File: config.mk
export PLATFORM = sky130hd
export DESIGN_NAME = cr_cmd_rx
export DESIGN_NICKNAME = d
export VERILOG_FILES = /design/src/rtl/cr_cmd_rx.sv
export SDC_FILE = /design/constraint.sdc
export NUM_CORES = 1
export LEC_CHECK = 0
export ABC_CLOCK_PERIOD_IN_PS = 6000
export CAP_MARGIN = 30
export CORE_ASPECT_RATIO = 0.8
export CORE_UTILIZATION = 57
export CTS_CLUSTER_SIZE = 25
export DETAILED_ROUTE_END_ITERATION = 6
export GPL_ROUTABILITY_DRIVEN = 0
export PLACE_DENSITY_LB_ADDON = 0.1
export RECOVER_POWER = 50
export SYNTH_ARGS = -nofsm -noshare
export SYNTH_HDL_FRONTEND = slang
export SYNTH_SLANG_ARGS = --single-unit
export TNS_END_PERCENT = 10
File: constraint.sdc
create_clock -name clk -period 6 [get_ports clk]
set_input_delay 1.2 -clock clk [delete_from_list [all_inputs] [get_ports clk]]
set_output_delay 1.2 -clock clk [all_outputs]
set_load 0.05 [all_outputs]
File: src/rtl/cr_cmd_rx.sv
// Host byte-stream command receiver: frames header/payload bytes into single-cycle
// command strobes for the correlator decoder, with strobe spacing and frame checks.
module cr_cmd_rx #(
  parameter int          DATA_W  = 32,
  parameter logic [3:0]  SYNC    = 4'hC,
  parameter int          TIMEOUT = 1024,
  parameter int          GAP     = 2
) (
  input  logic              clk,
  input  logic              rst,
  input  logic [7:0]        rx_data,
  input  logic              rx_valid,
  output logic              rx_ready,
  output logic              cmd_we,
  output logic [3:0]        cmd_opcode,
  output logic [DATA_W-1:0] cmd_data,
  output logic              frame_err,
  output logic              busy
);

  // state   | meaning
  // HUNT    | waiting for a header byte
  // PAYLOAD | collecting payload bytes MSB first, idle timer running
  // ISSUE   | cmd_we asserted for one cycle
  // HOLD    | decoder hold-off, GAP cycles
  typedef enum logic [1:0] {HUNT, PAYLOAD, ISSUE, HOLD} state_t;

  localparam int PAYLOAD_BYTES = DATA_W / 8;
  localparam int CNT_W  = $clog2(PAYLOAD_BYTES + 1);
  localparam int TMR_W  = $clog2(TIMEOUT + 1);
  localparam int HOLD_W = $clog2(GAP + 1);

  state_t              state_q, state_d;
  logic [DATA_W-1:0]   shift_q, shift_d;
  logic [CNT_W-1:0]    count_q, count_d;
  logic [TMR_W-1:0]    timer_q, timer_d;
  logic [HOLD_W-1:0]   hold_q, hold_d;
  logic [3:0]          pending_q, pending_d;
  logic [3:0]          opcode_q, opcode_d;
  logic [DATA_W-1:0]   data_q, data_d;
  logic                err_q, err_d;
  logic                accept;
  logic                sync_ok, ctrl_op, data_op;
  logic [DATA_W-1:0]   shift_in;

  assign rx_ready   = (state_q == HUNT) || (state_q == PAYLOAD);
  assign accept     = rx_valid && rx_ready;
  assign cmd_we     = (state_q == ISSUE);
  assign busy       = (state_q != HUNT);
  assign cmd_opcode = opcode_q;
  assign cmd_data   = data_q;
  assign frame_err  = err_q;

  assign sync_ok  = (rx_data[7:4] == SYNC);
  assign ctrl_op  = rx_data[3:0] inside {4'h0, 4'h1, 4'h2};
  assign data_op  = rx_data[3:0] inside {4'h4, 4'h5, 4'h6, 4'h8};
  // Shift rather than slice so an 8-bit payload width also elaborates
  assign shift_in = (shift_q << 8) | DATA_W'(rx_data);

  always_ff @(posedge clk) begin
    if (rst) begin
      state_q   <= HUNT;
      shift_q   <= '0;
      count_q   <= '0;
      timer_q   <= '0;
      hold_q    <= '0;
      pending_q <= '0;
      opcode_q  <= '0;
      data_q    <= '0;
      err_q     <= 1'b0;
    end else begin
      state_q   <= state_d;
      shift_q   <= shift_d;
      count_q   <= count_d;
      timer_q   <= timer_d;
      hold_q    <= hold_d;
      pending_q <= pending_d;
      opcode_q  <= opcode_d;
      data_q    <= data_d;
      err_q     <= err_d;
    end
  end

  always_comb begin
    state_d   = state_q;
    shift_d   = shift_q;
    count_d   = count_q;
    timer_d   = timer_q;
    hold_d    = hold_q;
    pending_d = pending_q;
    opcode_d  = opcode_q;
    data_d    = data_q;
    err_d     = 1'b0;
    case (state_q)
      HUNT: begin
        if (accept) begin
          if (sync_ok && ctrl_op) begin
            opcode_d = rx_data[3:0];
            data_d   = '0;
            state_d  = ISSUE;
          end else if (sync_ok && data_op) begin
            pending_d = rx_data[3:0];
            shift_d   = '0;
            count_d   = '0;
            timer_d   = '0;
            state_d   = PAYLOAD;
          end else begin
            err_d = 1'b1;
          end
        end
      end
      PAYLOAD: begin
        if (accept) begin
          shift_d = shift_in;
          count_d = count_q + 1'b1;
          timer_d = '0;
          if (count_q == CNT_W'(PAYLOAD_BYTES - 1)) begin
            opcode_d = pending_q;
            data_d   = shift_in;
            state_d  = ISSUE;
          end
        end else if (timer_q == TMR_W'(TIMEOUT - 1)) begin
          // Partial payload is dropped; the last issued command stays visible
          err_d   = 1'b1;
          state_d = HUNT;
        end else begin
          timer_d = timer_q + 1'b1;
        end
      end
      ISSUE: begin
        hold_d  = '0;
        state_d = HOLD;
      end
      HOLD: begin
        if (hold_q == HOLD_W'(GAP - 1)) state_d = HUNT;
        else                            hold_d  = hold_q + 1'b1;
      end
      default: state_d = HUNT;
    endcase
  end

endmodule

==> results_tabular.tex <==
\begin{tabular}{lr}
\hline
Metric & Value \\
\hline
\multicolumn{2}{l}{\textbf{GRT}} \\
\quad Number of global-route vias before repair & roughly 2,500 \\
\quad Total global-route track usage & 0.2559 \\
\quad Largest net degree at the start of global routing & 55 \\
\quad Global-route wire length before repair & 11,950 um \\
\quad Global route total overflow & 0 \\
\quad Number of antenna violations at the first check in global routing & 0 \\
\multicolumn{2}{l}{\textbf{Cells and area}} \\
\quad Synth-to-layout area growth & 23.45\% \\
\quad Utilization after layout & 0.7303 \\
\quad Antenna fix cells & 0 \\
\quad Final layout net count & 418 \\
\quad Fraction of final layout cells sized beyond drive strength 1 & 0.07108 \\
\multicolumn{2}{l}{\textbf{Yosys}} \\
\quad Yosys synthesis warning count & 0 \\
\quad Most frequent cell after synthesis & dfxtp\_1 \\
\quad Instance count of the mapped netlist & approximately 360 \\
\quad Area share of the leading cell type in the synthesized netlist & 0.5139 \\
\quad Fraction of registers with async set/reset & 0 \\
\quad Post-Syn Area & approximately 3200 sq um \\
\quad Post-synth cell types & about 40 \\
\quad Register bit count reported by yosys & slightly above 80 \\
\quad Top post-synthesis cells by count & dfxtp\_1, nand2\_1, a21oi\_1 \\
\quad Net count after synthesis & 378 \\
\quad EDFF count, synth & 0 \\
\quad Synth area leaders & dfxtp\_1, a22o\_1, a21oi\_1 \\
\quad Ys flop type & dfxtp\_1 \\
\quad Register area share after synthesis & 0.5139 \\
\quad Average size of a mapped cell & roughly 8.9 sq um \\
\quad Post-synthesis cell type with the largest combined area & dfxtp\_1 \\
\multicolumn{2}{l}{\textbf{Timing}} \\
\quad Count of endpoints failing setup in the final report & 0 \\
\quad Worst-Margin Slew & between 2 and 2.5 ns \\
\quad Slew Viols, Final & 96 \\
\quad Fmax & about 250 MHz \\
\quad Period utilization & 0.6646 \\
\quad Tightest slew margin relative to the limit & -0.5202 \\
\quad Skew final & roughly 0.011 ns \\
\quad Final critical path time including I/O delays and setup & around 4 ns \\
\quad Hold Vio Cnt, Final & 0 \\
\quad Total Negative Setup Slacks & 0 ns \\
\quad RSZ-0062 raised after global routing & false \\
\multicolumn{2}{l}{\textbf{Detailed routing}} \\
\quad Routed length per instance & approximately 14 um \\
\quad Number of vias after detailed routing & around 2,800 \\
\quad Number of nets still failing antenna checks after routing & 0 \\
\quad Final routed DRC violation total & 0 \\
\quad Number of DRC violations after detailed-routing iteration 0 & roughly 180 \\
\quad Detailed-router iteration count before antenna repair & 4 \\
\quad Drt via density & 5.685 \\
\quad Total length of routed wires & between 7000 and 8000 um \\
\multicolumn{2}{l}{\textbf{Floorplan}} \\
\quad DIE WIDTH & between 80 and 90 um \\
\quad Total I/O pin count & 51 \\
\quad Area of the placeable core & approximately 5500 sq um \\
\quad Initial core utilization & 0.5916 \\
\quad Floorplan row count & 24 \\
\quad Height of the die & roughly 70 um \\
\quad Overall die area & between 5000 and 6000 sq um \\
\multicolumn{2}{l}{\textbf{CTS}} \\
\quad Num Clock Sinks & 83 \\
\quad CTS Hold Buffers Added & 0 \\
\quad Worst skew pair latency & about 0.36 ns \\
\quad Resized Gates After CTS & 0 \\
\quad Root buf cell & clkbuf\_8 \\
\quad CTS buffer count & 9 \\
\quad CTS tree & done \\
\quad Clock-pin slew reported for the worst setup and hold paths after clock tree synthesis & approximately 0.090 ns \\
\quad Post CTS Setup Buffer Count & 0 \\
\quad Clock H-tree levels & 3 \\
\quad Max Root-Sink Buffers & 2 \\
\multicolumn{2}{l}{\textbf{Power}} \\
\quad Power Density & about 270 nW/um\^{}2 \\
\quad Static Leakage & 0.001528 uW \\
\quad Worst supply voltage drop on vdd & just under 0.0002 V \\
\multicolumn{2}{l}{\textbf{Setup path}} \\
\quad Arr. time, crit path & around 4.2 ns \\
\quad Critical Path Start Type & input pin \\
\quad Required time worst endpoint & 6.23 ns \\
\quad Largest fanout of any net on the critical path & 40 \\
\quad Type of destination of the critical path & flip-flop \\
\quad Critical path start-end classification & in2reg \\
\multicolumn{2}{l}{\textbf{Flow run}} \\
\quad Maximum capacitance violations & 2 \\
\multicolumn{2}{l}{\textbf{Place}} \\
\quad Number of port buffers & 50 \\
\quad Estimated wirelength of the detail-placed design & about 4600 um \\
\multicolumn{2}{l}{\textbf{Status}} \\
\quad Outcome & complete, but fails checks \\
\quad Violated checks & max-capacitance violations, max-slew violations \\
\multicolumn{2}{l}{\textbf{Hold path}} \\
\quad Min-delay worst type & reg2reg \\
\hline
\end{tabular}
through the flow:
stage	hold slack, ns	std cells	setup WS (ns)	cell area, sq um	power (uW)
2_1_floorplan	0.4482	363	3.387	3233	606.1
3_3_place_gp	0.4366	470	2.548	3767	625.8
3_5_place_dp	0.4437	470	2.511	3767	626.2
4_1_cts	0.4564	486	2.879	3996	1079
5_1_grt	0.4731	486	1.741	3991	1106
6_report	0.4505	486	2.012	3991	1073
placed cells by master, fill, tap and decap left out, types with 3 or more instances in the layout:
cell type	n
clkdlybuf4s50_1	11
nand4_1	3
nor2_1	25
ha_1	4
a311oi_1	4
a31oi_1	4
nand3_1	35
a21oi_1	42
nand2_1	46
clkbuf_8	9
buf_4	3
o21ai_1	4
dlygate4sd3_1	38
inv_6	3
nor3_1	6
a22o_1	27
o21ai_0	7
inv_1	9
mux2i_1	5
dfxtp_1	83
state kept, by name, summed over array words and instances (netlist names):
register / flops
timer_q: 11
frame_err: 1
count_q: 3
cmd_data: 32
hold_q: 2
cmd_opcode: 4
shift_q: 24
state_q: 2
pending_q: 4
final timing paths:
check	cells after the start	startpoint	slack (ns)	to
setup reg to reg	7	count_q[1]	3.23	cmd_opcode[3]
hold reg to reg	2	cmd_data[25]	0.45	cmd_data[25]
setup / recovery	7	rx_data[7]	2.01	cmd_opcode[3]
hold / removal	2	cmd_data[25]	0.45	cmd_data[25]
power by group:
part / internal [uW] / switching (uW) / total, uW
Sequential: 554 / 4.03 / 558
Clock: 242 / 218 / 460
Combinational: 17.4 / 37.5 / 54.9
Total: 814 / 260 / 1070
kinds of logic (layout without fill, tap and decap cells):
| kind of cell | Yosys count | in the layout | synth area share |
|---|---|---|---|
| simple gates | 137 | 137 | 0.2055 |
| flops | 83 | 83 | 0.5139 |
| mux | 6 | 6 | 0.01896 |
| compound gates | 99 | 99 | 0.2051 |
| fa+ha+maj | 4 | 4 | 0.01548 |
| buf+inv | 34 | 79 | 0.04102 |
layout make-up:
class	instances	area, sq um
flip-flops and latches	83	1662
fillers	457	1474
multi-input cells	246	1449
repair buffers	54	520.5
clock buffers	9	123.9
clock inverters	7	105.1
well taps	78	97.59
inverters	9	33.78
layer usage:
layer  GRT usage  vias up  wire length, um  part of all wire
li1            -     1384                -                 -
met1      0.3610     1296             3436              0.49
met2      0.3845       76             3140              0.45
met3     0.07143        7              398             0.057
met4     0.07222        0               60            0.0085
met5           0        -                0                 0
critical path, cell delays in order:
cell and delay [ns]:
dlygate4sd3_1 0.60, and4bb_1 0.37, and4_1 0.30, o21a_1 0.13, clkbuf_1 1.21, nor2_1 0.07, a311oi_1 0.33
(Power assumes the default switching activity.)
